$ cat src/rtl/viterbi_pkg.sv
// Shared Viterbi traceback definitions: width helpers, traceback FSM states and
// the survivor-path predecessor step.
package viterbi_pkg;

  typedef enum logic [1:0] {
    IDLE,
    MERGE,
    DECODE,
    DRAIN
  } tb_fsm_e;

  function automatic int clog2(input int n);
    int w;
    w = 0;
    while ((1 << w) < n) w++;
    return w;
  endfunction

  function automatic int time_width(input int n_rows);
    return (clog2(n_rows) < 1) ? 1 : clog2(n_rows);
  endfunction

  function automatic int state_width(input int k);
    return k - 1;
  endfunction

  // Older history moves up one position; the survivor bit becomes the oldest bit.
  function automatic logic [31:0] predecessor(input logic [31:0] s, input int m,
                                              input logic surv_bit);
    return ((s << 1) | {31'd0, surv_bit}) & ((32'd1 << m) - 32'd1);
  endfunction

endpackage

$ cat src/rtl/tb_lifo.sv
// L-deep bit stack that reverses the newest-first traceback decisions into
// chronological order.
module tb_lifo
  import viterbi_pkg::*;
#(
  parameter int L = 4
) (
  input  logic clk,
  input  logic rst,
  input  logic push,
  input  logic push_bit,
  input  logic pop,
  output logic top_bit,
  output logic empty,
  output logic one_left
);

  localparam int CW = clog2(L + 1);

  logic [CW-1:0] cnt_q;
  logic [L-1:0]  mem_q;

  // NOTE: sequential state is assigned with <= so every register samples pre-edge values.
  always_ff @(posedge clk) begin
    if (rst) begin
      cnt_q <= '0;
    end else if (push && cnt_q != CW'(L)) begin
      cnt_q <= cnt_q + CW'(1);
    end else if (pop && cnt_q != '0) begin
      cnt_q <= cnt_q - CW'(1);
    end
  end

  // NOTE: storage is not reset; the count alone decides which entries are meaningful.
  always_ff @(posedge clk) begin
    for (int i = 0; i < L; i++) begin
      if (push && cnt_q == CW'(i)) mem_q[i] <= push_bit;
    end
  end

  // NOTE: defaulting every always_comb output first keeps the block latch-free.
  always_comb begin
    top_bit = 1'b0;
    for (int i = 0; i < L; i++) begin
      if (cnt_q == CW'(i + 1)) top_bit = mem_q[i];
    end
  end

  assign empty    = (cnt_q == '0);
  assign one_left = (cnt_q == CW'(1));

endmodule

$ cat src/rtl/traceback_block.sv
// Block-mode Viterbi traceback: D merge steps, L decode steps through the
// survivor ring, then L decoded bits streamed oldest-first.
module traceback_block
  import viterbi_pkg::*;
#(
  parameter int K = 3,
  parameter int D = 6,
  parameter int L = 4,
  localparam int M = state_width(K),
  localparam int N_ROWS = D + L,
  localparam int TIME_W = time_width(D + L)
) (
  input  logic              clk,
  input  logic              rst,
  input  logic              start,
  input  logic [TIME_W-1:0] start_time,
  input  logic [M-1:0]      start_state,
  input  logic              force_state0,
  output logic [TIME_W-1:0] tb_time,
  output logic [M-1:0]      tb_state,
  input  logic              tb_surv_bit,
  output logic              busy,
  output logic              start_drop,
  output logic              out_valid,
  input  logic              out_ready,
  output logic              out_bit,
  output logic              out_last
);

  localparam int CNT_W = clog2((D > L) ? D : L) + 1;

  tb_fsm_e           fsm_q;
  logic [TIME_W-1:0] row_q;
  logic [TIME_W-1:0] row_prev;
  logic [M-1:0]      state_q;
  logic [M-1:0]      state_pred;
  logic [CNT_W-1:0]  cnt_q;
  logic              drop_q;
  logic              pop;
  logic              lifo_top;
  logic              lifo_empty;
  logic              lifo_one_left;

  // The survivor ring is walked backwards in time, wrapping below row 0.
  assign row_prev   = (row_q == '0) ? TIME_W'(N_ROWS - 1) : row_q - TIME_W'(1);
  assign state_pred = M'(predecessor(32'(state_q), M, tb_surv_bit));
  assign pop        = out_valid & out_ready;

  tb_lifo #(.L(L)) u_lifo (
    .clk      (clk),
    .rst      (rst),
    .push     (fsm_q == DECODE),
    .push_bit (state_q[M-1]),
    .pop      (pop),
    .top_bit  (lifo_top),
    .empty    (lifo_empty),
    .one_left (lifo_one_left)
  );

  always_ff @(posedge clk) begin
    if (rst) begin
      fsm_q   <= IDLE;
      row_q   <= '0;
      state_q <= '0;
      cnt_q   <= '0;
      drop_q  <= 1'b0;
    end else begin
      drop_q <= start && (fsm_q != IDLE);
      case (fsm_q)
        IDLE: begin
          if (start) begin
            row_q   <= start_time;
            state_q <= force_state0 ? '0 : start_state;
            cnt_q   <= '0;
            fsm_q   <= MERGE;
          end
        end
        MERGE: begin
          row_q   <= row_prev;
          state_q <= state_pred;
          if (cnt_q == CNT_W'(D - 1)) begin
            cnt_q <= '0;
            fsm_q <= DECODE;
          end else begin
            cnt_q <= cnt_q + CNT_W'(1);
          end
        end
        DECODE: begin
          row_q   <= row_prev;
          state_q <= state_pred;
          if (cnt_q == CNT_W'(L - 1)) begin
            cnt_q <= '0;
            fsm_q <= DRAIN;
          end else begin
            cnt_q <= cnt_q + CNT_W'(1);
          end
        end
        DRAIN: begin
          if (pop && lifo_one_left) fsm_q <= IDLE;
        end
        default: fsm_q <= IDLE;
      endcase
    end
  end

  assign tb_time    = row_q;
  assign tb_state   = state_q;
  assign busy       = (fsm_q != IDLE);
  assign start_drop = drop_q;
  assign out_valid  = (fsm_q == DRAIN) && !lifo_empty;
  assign out_bit    = lifo_top;
  assign out_last   = out_valid && lifo_one_left;

endmodule

$ cat config.mk
export PLATFORM = sky130hd
export DESIGN_NAME = traceback_block
export DESIGN_NICKNAME = d
export VERILOG_FILES = /design/src/rtl/viterbi_pkg.sv /design/src/rtl/tb_lifo.sv /design/src/rtl/traceback_block.sv
export SDC_FILE = /design/constraint.sdc
export NUM_CORES = 1
export LEC_CHECK = 0
export CORE_MARGIN = 3
export CORE_UTILIZATION = 40
export DETAILED_ROUTE_END_ITERATION = 10
export PLACE_DENSITY = 0.6
export SETUP_SLACK_MARGIN = 0.1
export SLEW_MARGIN = 20
export SYNTH_ARGS = -nofsm -noshare
export SYNTH_HDL_FRONTEND = slang
export SYNTH_HIERARCHICAL = 1
export SYNTH_SLANG_ARGS = --single-unit
export TNS_END_PERCENT = 30
$ cat constraint.sdc
create_clock -name clk -period 5.2 [get_ports clk]
set_input_delay 1.04 -clock clk [delete_from_list [all_inputs] [get_ports clk]]
set_output_delay 1.04 -clock clk [all_outputs]
set_load 0.02 [all_outputs]
==> flow_metrics.env <==
export IMPL_status="complete, no violations"
export IMPL_grt_pass1_wl_um=5130
export IMPL_clk_transition_reported_paths_ns=0.11
export IMPL_timing_critical_path_from="u_lifo/cnt_q[1]"
export IMPL_total_switching_power_mw=0.326
export IMPL_min_period_over_period_pct=63.1
export IMPL_portBuffers=22
export IMPL_netSwitchingFraction_pct=44.7
export IMPL_worst_setup_path_end_kind="primary output"
export IMPL_initial_core_util_pct=43.7
export IMPL_worst_hold_path_type="reg2reg"
export IMPL_clock_root_buffer="clkbuf_4"
export IMPL_h_tree_depth=1
export IMPL_synth_edff_count=4
export IMPL_postRouteAntennaNets=0
export IMPL_timing_hold_violations_final=0
export IMPL_finClkSkew_ns=0.00917
export IMPL_global_route_usage_met2_pct=28.4
export IMPL_synth_top_cell_by_area="dfxtp_1"
export IMPL_netlist_instances=157
export IMPL_gr_total_overflow=0
export IMPL_setup_violations_final=0
export IMPL_viasPerCell=5.33
export IMPL_routed_wl_um=2920
export IMPL_core_region_area_mm2=0.00318
export IMPL_number_of_sinks_on_the_clock_net=20
export IMPL_grt_antenna_before_repair=0
export IMPL_slowest_delay_ns=0.60
export IMPL_vias_in_the_first_global_route=1183
export IMPL_die_width_um=65.0
export IMPL_critical_path_top_cell_by_count="inv_1"
export IMPL_synth_area_leaders="dfxtp_1, ha_1, edfxtp_1"
export IMPL_crit_fanout=8
export IMPL_pre_cts_ws_ns=2.25
export IMPL_seqCellArea_um2=440
export IMPL_synth_fp_nets=183
export IMPL_layout_nets=204
export IMPL_ctsHoldBuffers=0
export IMPL_routed_via_count=1177
export IMPL_area_of_the_multi_input_gates_um2=875
export IMPL_tritoncts_clock_tree="built"
export IMPL_drt_pass1_iter_count=4
export IMPL_cp_num_cells=7
export IMPL_seq_area_frac_synth_pct=31.7
export IMPL_worst_setup_path_start_kind="register"
export IMPL_internal_power_mw=0.404
export IMPL_ys_dominant_reg_cell="dfxtp_1"
export IMPL_wl_per_cell_um=13.2
export IMPL_path_delay_family="buffers and inverters"
export IMPL_dieArea_mm2=0.00422
export IMPL_r2r_end="cnt_q[3]"
export IMPL_setup_tns_final_ns=0
export IMPL_share_of_flip_flops_with_an_asynchronous_set_or_reset_after_synthesis_pct=0
export IMPL_crit_arrival_ns=2.24
export IMPL_drive_gt1_share_pct=9.60
export IMPL_syn_area_mm2=0.00139
export IMPL_synth_cell_types=46
export IMPL_gr_usage_met3_pct=2.43
export IMPL_dp_hpwl_um=2240
export IMPL_nFillCells=319
export IMPL_yosysMostFrequentCell="nor2_1"
export IMPL_power_share_combinational_pct=57.1
export IMPL_max_slew_margin_pct=45.7
export IMPL_finalWorstSetupSlack_ns=1.92
export IMPL_worst_path_class_setup="reg2out"
export IMPL_rrSetupSlack_ns=3.19
export IMPL_floorplan_die_height_um=65.0
export IMPL_core_rowCount=20
export IMPL_ctsLongestPathBuffers=2
export IMPL_number_of_non_filler_instances_in_the_completed_layout=221
export IMPL_postSynthRegisterBits=20
export IMPL_grt_util_met1_pct=17.5
export IMPL_maxCapViolations=0
export IMPL_clock_network_fraction_of_design_power_pct=10.4
export IMPL_cts_setup_buffers=0
export IMPL_leakagePower_nw=0.654
export IMPL_cts_buf_count=3
export IMPL_clk_latency_ns=0.30
export IMPL_syn_area_per_cell_um2=8.85
export IMPL_holdCritStartpoint="cnt_q[0]"
export IMPL_unrepaired_setup_endpoints_after_global_routing="no"
export IMPL_area_delta_synth_final_pct=19.5
export IMPL_routabilityCongestion=0.795
export IMPL_worst_r2r_cell_count=6
export IMPL_slew_viol_final=0
export IMPL_r2r_start="fsm_q[0]"
export IMPL_post_synth_top_area_fraction_pct=23.0
export IMPL_antennaDiodeCount=0
export IMPL_place_inst=217
export IMPL_grt_start_max_net_pins=21
export IMPL_cp_num_buf_inv=3
export IMPL_synth_yosys_warnings=6
export IMPL_grt_busiest_layer="met2"
export IMPL_groute_usage_overall_pct=15.2
export IMPL_cp_slowest_cell="clkdlybuf4s50_1"
export IMPL_remaining_drc_errors=0
export IMPL_max_clock_freq_mhz=305
export IMPL_timing_critical_path_cells="inv_1, ha_1, nand2b_4, inv_1, nor2b_1, and2_1, clkdlybuf4s50_1"
export IMPL_final_min_clock_period_ns=3.28
export IMPL_timing_worst_slew_pin_value_ns=0.812
export IMPL_ios=23
export IMPL_drtIter0Drc=55
export IMPL_critical_path_endpoint="out_last"
export IMPL_leading_post_synthesis_cells_by_instance_count="nor2_1, dfxtp_1, ha_1"
export IMPL_power_density_cell_area_mw_per_mm2=440
export IMPL_ir_worst_vdd_mv=0.268
export IMPL_p_seq_share_pct=32.6
export IMPL_layout_core_utilization_pct=52.3
export IMPL_post_cts_resized_instances=0
export IMPL_crit_required_ns=4.16
-- power groups by stage --
stage	sequential, mW	combinational, mW	clock (mW)
finish	0.238	0.417	0.0759
global route	0.245	0.463	0.0854
CTS	0.238	0.419	0.0782
detailed placement	0.241	0.417	0
global placement	0.239	0.409	0
floorplan	0.253	0.288	0
-- sequential cells by signal (all words and copies together), names as in the netlist --
signal	cells
cnt_q	4
fsm_q	2
start_drop	1
tb_state	2
tb_time	4
u_lifo/cnt_q	3
u_lifo/mem_q	4
-- worst min-delay path: stages, from the launching register on --
cell and delay, ns:
dfxtp_1 0.36, nand2_1 0.07, a21oi_1 0.05
-- per-stage QoR --
stage | power (mW) | cell area [µm²] | hold slack, ns
after floorplan | 0.541 | 1390 | 0.474
after global placement | 0.648 | 1640 | 0.492
after detailed placement | 0.658 | 1640 | 0.514
after CTS | 0.736 | 1660 | 0.527
after global routing | 0.794 | 1660 | 0.580
final | 0.730 | 1660 | 0.523
-- logic make-up (layout without fill, tap and decap cells) --
| family | count (synthesis) | after routing | synth area share [%] |
|---|---|---|---|
| muxes | 2 | 2 | 1.53 |
| DFF | 20 | 20 | 31.7 |
| buffers and inverters | 18 | 38 | 5.40 |
| and+or+nand+nor | 61 | 61 | 27.5 |
| adders and majority gates | 14 | 14 | 12.6 |
| xor gates and xnor gates | 1 | 1 | 0.630 |
| AOI/OAI and AO/OA | 41 | 41 | 20.6 |
-- cell usage in the layout (no fill, tap or decap), types with 3 or more instances in the layout --
cell type,count
clkdlybuf4s50_1,22
nor2_1,17
dfxtp_1,16
ha_1,14
inv_1,11
a21oi_1,9
o21ai_0,7
nand3_1,6
nor2b_1,5
nor3_1,5
nand2_1,4
edfxtp_1,4
and2_1,3
nor3_2,3
a22oi_1,3
nand3b_1,3
a31oi_1,3
a211oi_1,3
o21ai_1,3
clkbuf_4,3
-- worst min path at each step --
stage / to / cells past startpoint
floorplan: cnt_q[0] / 2
global placement: cnt_q[0] / 2
detailed placement: cnt_q[0] / 2
CTS: cnt_q[0] / 2
global route: u_lifo/mem_q[2] / 0
finish: cnt_q[0] / 2
-- layout make-up --
type	count	share of cell area [%]
multi-input cells	119	52.6
repair buffers	22	13.3
clock buffers	3	1.36
well taps	44	3.31
inverters	12	2.71
flip-flops and latches	20	26.5
clock inverters	1	0.226
-- layer usage --
metal / wire [µm] / part of all wire [%]
met2: 1490 / 51
met1: 1300 / 45
met5: 0 / 0
met3: 94 / 3.2
met4: 25 / 0.86
No activity file was read; power rests on OpenSTA's default activity.
